===== src/rtl/fetch_pkg.sv =====
// Shared definitions for the instruction fetch stage.
//   fetch_state_e    : redirect FSM states (RUN, FLUSH)
//   NOP              : instruction word injected into IF/ID on a redirect
//   DEFAULT_RESET_PC : default PC loaded by reset
package fetch_pkg;

  typedef enum logic [0:0] {
    RUN   = 1'b0,
    FLUSH = 1'b1
  } fetch_state_e;

  localparam logic [31:0] NOP              = 32'h0000_0000;
  localparam logic [31:0] DEFAULT_RESET_PC = 32'h0000_0000;

endpackage


===== src/rtl/branch_resolve.sv =====
// Combinational control-flow resolution for the instruction in WB.
// Inputs : wb_BranchZ, wb_BranchN, wb_Jump, wb_JumpMem - control-flow flags
//          wb_Z, wb_N                                  - ALU flags
//          wb_target                                   - register-sourced target
//          wb_data_mem_out                             - memory-sourced target
// Outputs: taken  - the WB instruction changes control flow
//          target - where fetch must go when taken
module branch_resolve (
  input  logic        wb_BranchZ,
  input  logic        wb_BranchN,
  input  logic        wb_Jump,
  input  logic        wb_JumpMem,
  input  logic        wb_Z,
  input  logic        wb_N,
  input  logic [31:0] wb_target,
  input  logic [31:0] wb_data_mem_out,
  output logic        taken,
  output logic [31:0] target
);

  assign taken  = wb_Jump | wb_JumpMem | (wb_BranchZ & wb_Z) | (wb_BranchN & wb_N);
  assign target = wb_JumpMem ? wb_data_mem_out : wb_target;

endmodule


===== src/rtl/fetch_stage.sv =====
// Instruction fetch stage: PC register, IF/ID pipeline register and a small
// FSM that ignores WB redirects belonging to wrong-path instructions.
// Inputs : clk, rst (sync, active-high), stall (hold from ID),
//          wb_* control-flow flags, ALU flags and targets,
//          imem_data (instruction at imem_addr, same cycle)
// Outputs: imem_addr / pc_out (current PC, zero latency),
//          if_id_instr, if_id_pc, if_id_valid (IF/ID register),
//          squash (kill ID and EX in the redirect cycle)
module fetch_stage
  import fetch_pkg::*;
#(
  parameter logic [31:0] RESET_PC    = DEFAULT_RESET_PC,
  parameter int unsigned FLUSH_DEPTH = 2
) (
  input  logic        clk,
  input  logic        rst,
  input  logic        stall,
  input  logic        wb_BranchZ,
  input  logic        wb_BranchN,
  input  logic        wb_Jump,
  input  logic        wb_JumpMem,
  input  logic        wb_Z,
  input  logic        wb_N,
  input  logic [31:0] wb_target,
  input  logic [31:0] wb_data_mem_out,
  output logic [31:0] imem_addr,
  input  logic [31:0] imem_data,
  output logic [31:0] pc_out,
  output logic [31:0] if_id_instr,
  output logic [31:0] if_id_pc,
  output logic        if_id_valid,
  output logic        squash
);

  // Keep the counter at least one bit wide so FLUSH_DEPTH=0 still elaborates.
  localparam int unsigned CntW = (FLUSH_DEPTH > 0) ? $clog2(FLUSH_DEPTH + 1) : 1;

  logic         taken;
  logic [31:0]  target;
  logic         redirect;

  fetch_state_e state_q, state_d;
  logic [CntW-1:0] flush_cnt_q, flush_cnt_d;
  logic [31:0]  pc_q, pc_d;
  logic [31:0]  instr_q, instr_d;
  logic [31:0]  id_pc_q, id_pc_d;
  logic         valid_q, valid_d;

  branch_resolve u_branch_resolve (
    .wb_BranchZ      (wb_BranchZ),
    .wb_BranchN      (wb_BranchN),
    .wb_Jump         (wb_Jump),
    .wb_JumpMem      (wb_JumpMem),
    .wb_Z            (wb_Z),
    .wb_N            (wb_N),
    .wb_target       (wb_target),
    .wb_data_mem_out (wb_data_mem_out),
    .taken           (taken),
    .target          (target)
  );

  // In FLUSH the WB flags come from wrong-path instructions and are dropped.
  assign redirect = (state_q == RUN) && taken;

  always_comb begin
    state_d     = state_q;
    flush_cnt_d = flush_cnt_q;
    pc_d        = pc_q;
    instr_d     = instr_q;
    id_pc_d     = id_pc_q;
    valid_d     = valid_q;

    if (redirect) begin
      // Redirect wins over stall.
      pc_d    = target;
      instr_d = NOP;
      valid_d = 1'b0;
      if (FLUSH_DEPTH != 0) begin
        state_d     = FLUSH;
        flush_cnt_d = CntW'(FLUSH_DEPTH);
      end
    end else begin
      if (!stall) begin
        instr_d = imem_data;
        id_pc_d = pc_q;
        valid_d = 1'b1;
        pc_d    = pc_q + 32'd1;
      end
      // Counter runs every FLUSH cycle, stalled or not.
      if (state_q == FLUSH) begin
        flush_cnt_d = flush_cnt_q - CntW'(1);
        if (flush_cnt_q <= CntW'(1)) begin
          state_d = RUN;
        end
      end
    end
  end

  always_ff @(posedge clk) begin
    if (rst) begin
      state_q     <= RUN;
      flush_cnt_q <= '0;
      pc_q        <= RESET_PC;
      instr_q     <= NOP;
      id_pc_q     <= 32'h0;
      valid_q     <= 1'b0;
    end else begin
      state_q     <= state_d;
      flush_cnt_q <= flush_cnt_d;
      pc_q        <= pc_d;
      instr_q     <= instr_d;
      id_pc_q     <= id_pc_d;
      valid_q     <= valid_d;
    end
  end

  assign imem_addr   = pc_q;
  assign pc_out      = pc_q;
  assign if_id_instr = instr_q;
  assign if_id_pc    = id_pc_q;
  assign if_id_valid = valid_q;
  assign squash      = redirect & ~rst;

endmodule

===== config.mk =====
export PLATFORM = sky130hd
export DESIGN_NAME = fetch_stage
export DESIGN_NICKNAME = d
export VERILOG_FILES = /design/src/rtl/fetch_pkg.sv /design/src/rtl/branch_resolve.sv /design/src/rtl/fetch_stage.sv
export SDC_FILE = /design/constraint.sdc
export NUM_CORES = 1
export LEC_CHECK = 0
export ABC_AREA = 1
export CORE_MARGIN = 1.5
export CORE_UTILIZATION = 46
export CTS_CLUSTER_DIAMETER = 150
export DETAILED_ROUTE_END_ITERATION = 12
export HOLD_SLACK_MARGIN = 0.06
export PLACE_DENSITY = 0.84
export SYNTH_ARGS = -nofsm -noshare
export SYNTH_HDL_FRONTEND = slang
export SYNTH_SLANG_ARGS = --single-unit

===== constraint.sdc =====
create_clock -name clk -period 4 [get_ports clk]
set_input_delay 0.8 -clock clk [delete_from_list [all_inputs] [get_ports clk]]
set_output_delay 0.8 -clock clk [all_outputs]
set_load 0.02 [all_outputs]

==> impl_metrics.tcl <==
set metrics [dict create \
    status "completed" \
    wl_um 16480 \
    yosysUniqueCellTypes 30 \
    path_delay_family "buffers and inverters" \
    worstPathRequired_ps 3200 \
    cpMostUsedCell "clkdlybuf4s50_1" \
    crit_buf_inv 2 \
    rsz0062_at_grt "no" \
    yosys_most_used_dff "dfxtp_1" \
    vdd_ir_drop_max_mv 0.1996 \
    grt_pass1_vias 5222 \
    start_util 0.4796 \
    worst_pin_slew_ps 991.4 \
    drive_gt1_frac 0.04891 \
    port-buffer-count 234 \
    arrival_ps 2340 \
    synth_largest_area_cell "dfxtp_1" \
    finalWorstSetupSlack_ps 861.2 \
    cts_hold_buf 0 \
    slowest_stage "clkdlybuf4s50_1" \
    async_flop_share 0 \
    clock_sinks 100 \
    swShare 0.3193 \
    path_max_fanout 16 \
    drcViolationCount 0 \
    combPwrFrac 0.274 \
    maxCapViolations 0 \
    ioPinCount 235 \
    synth_area_um2 5290 \
    yosysSeqAreaShare 0.3784 \
    crit_cells 6 \
    drt_iter0_markers 337 \
    max_freq_ghz 0.3186 \
    hold_path.class "reg2reg" \
    antenna_cells 0 \
    rows 38 \
    p_clk_frac 0.313 \
    antenna_found_initial 0 \
    reg2reg_depth 7 \
    grt_pass1_wl_um 25790 \
    power_per_cell_area_nw_per_um2 368.8 \
    pwr-share-seq 0.413 \
    synthTopCellsByArea "dfxtp_1 (38%), nand2_1 (15%), a21oi_1 (8.0%)" \
    die_h_um 110.2 \
    place_ws_ps 854.7 \
    track_usage 0.2728 \
    synth_edf_count 0 \
    post-dp-hpwl_um 12120 \
    yosysWarnings 0 \
    endpoint_kind "output port" \
    vias 5674 \
    cts_tree "done" \
    max_slew_margin 0.3383 \
    synth_nets 883 \
    coreArea_um2 11030 \
    yosysTopAreaCellShare 0.3784 \
    max_stage_delay_ps 630 \
    clk_pin_slew_ps 60 \
    dieWidth_um 110.2 \
    ant_nets 0 \
    power_leakage_uw 0.003098 \
    route.detailed.wl_per_inst_um 14.97 \
    syn_to_final_growth_pct 45.32 \
    final_core_util 0.6969 \
    r2r_start "state_q" \
    p_switching_uw 905.3 \
    globalplace.congestion 0.8831 \
    endpoint "squash" \
    tns_ps 0 \
    startpoint_type "primary input" \
    fin_crit_ps 3139 \
    postCtsSetupRepairBufs 0 \
    finClkSkew_ps 8.228 \
    syn_inst 776 \
    htreeDepth 3 \
    reg2reg_to "imem_addr[12]" \
    nets 1063 \
    r2r_slack_ps 2170 \
    crit_start "wb_BranchZ" \
    worstPathCellList "clkdlybuf4s50_1 > nand2_1 > nand3_2 > nand2_4 > nor2_1 > clkdlybuf4s50_1" \
    clock_latency_ps 340 \
    hold_viol_final 0 \
    period_share 0.7847 \
    root_buffer "clkbuf_16" \
    die-area_um2 12150 \
    synth.avg_cell_area_um2 6.817 \
    crit_type "in2out" \
    intPower_uw 1930 \
    synth_seq_cells 100 \
    setup_viol_count_final 0 \
    cts_resized 0 \
    cts_max_path_buffers 2 \
    grt_max_degree 83 \
    drv_slew 0 \
    overflow 0 \
    cts_buffers 9 \
    drt-vias-per-instance 5.153 \
    drt_first_pass_iters 5 \
]
==> how the worst min path moves through the flow <==
stage | end | slack [ps] | start | cells past startpoint
after global routing | if_id_instr[5] | 480 | if_id_instr[5] | 2
after CTS | if_id_instr[23] | 460 | if_id_instr[23] | 2
after global placement | if_id_instr[23] | 440 | if_id_instr[23] | 2
after floorplan | state_q | 490 | state_q | 2
final | if_id_instr[23] | 460 | if_id_instr[23] | 2
after detailed placement | if_id_instr[23] | 450 | if_id_instr[23] | 2
==> per-layer routing <==
layer	GRT usage	wire, µm	vias to the layer above
met3	0.07055	1525	35
met1	0.3378	6763	2558
met4	0.1154	507	0
li1	-	-	2824
met5	0	0	-
met2	0.4484	7683	257
==> registers in the layout (all words and copies together) (netlist names) <==
signal       cells
if_id_instr     32
if_id_pc        32
imem_addr       32
flush_cnt_q      2
if_id_valid      1
state_q          1
==> final cells by class <==
type / count / area [µm²]
inverter: 51 / 196.4
tap: 140 / 175.2
sequential: 100 / 2002
multi-input combinational: 556 / 2643
clock buffer: 9 / 225.2
clock inverter: 7 / 73.82
timing repair buffer: 238 / 2372
fill: 931 / 3343
==> logic make-up (layout without fill, tap and decap cells) <==
family / Yosys count / after routing / share of synthesized area
buffers and inverters: 120 / 305 / 0.1220
AOI/OAI and AO/OA: 155 / 155 / 0.1566
DFF: 100 / 100 / 0.3784
adders and majority gates: 2 / 2 / 0.004730
and+or+nand+nor: 391 / 391 / 0.3250
xor gates and xnor gates: 8 / 8 / 0.01325
==> cells in the final DEF (no fill, tap or decap), types with 9 or more instances in the layout <==
master / count
clkdlybuf4s50_1: 234
nand2_1: 215
nor2_1: 107
dfxtp_1: 100
a21oi_1: 85
inv_1: 47
nand3_1: 39
o21ai_0: 33
o211ai_1: 21
o21ai_1: 16
clkbuf_16: 9
==> worst min-delay path, stage by stage (launching register included) <==
cell,delay [ps]
dfxtp_1,310
nand2_1,50
a21oi_1,50
==> power groups by stage <==
stage / combinational, µW / clock [µW] / sequential [µW]
global route: 848 / 933 / 1180
finish: 778 / 887 / 1170
floorplan: 361 / 0 / 1260
detailed placement: 777 / 0 / 1190
CTS: 780 / 894 / 1170
global placement: 768 / 0 / 1190
==> cells in the mapped netlist (3+ instances only) <==
cell      instances
buf_4            33
nand2_2           4
nand2_1         215
nor2_1          107
clkbuf_1         16
buf_6             5
inv_1            47
nor2_4            6
nand3_1          39
xor2_1            5
o211ai_1         21
o21ai_0          33
a21oi_1          85
dfxtp_1         100
o21ai_1          16
nand3_2           3
nand2_4           4
xnor2_1           3
nor2_8            4
buf_2            14
nor3_1            3
==> stage by stage <==
step / hold slack, ps / instance area (µm²) / power (µW) / cells
after global routing: 483.5 / 7687 / 2964 / 1101
after global placement: 444.3 / 7388 / 1957 / 1085
final: 462.0 / 7687 / 2835 / 1101
after CTS: 464.2 / 7687 / 2843 / 1101
after floorplan: 487.7 / 5290 / 1620 / 776
after detailed placement: 453.2 / 7388 / 1968 / 1085
Power figures use the tool's default switching activity.
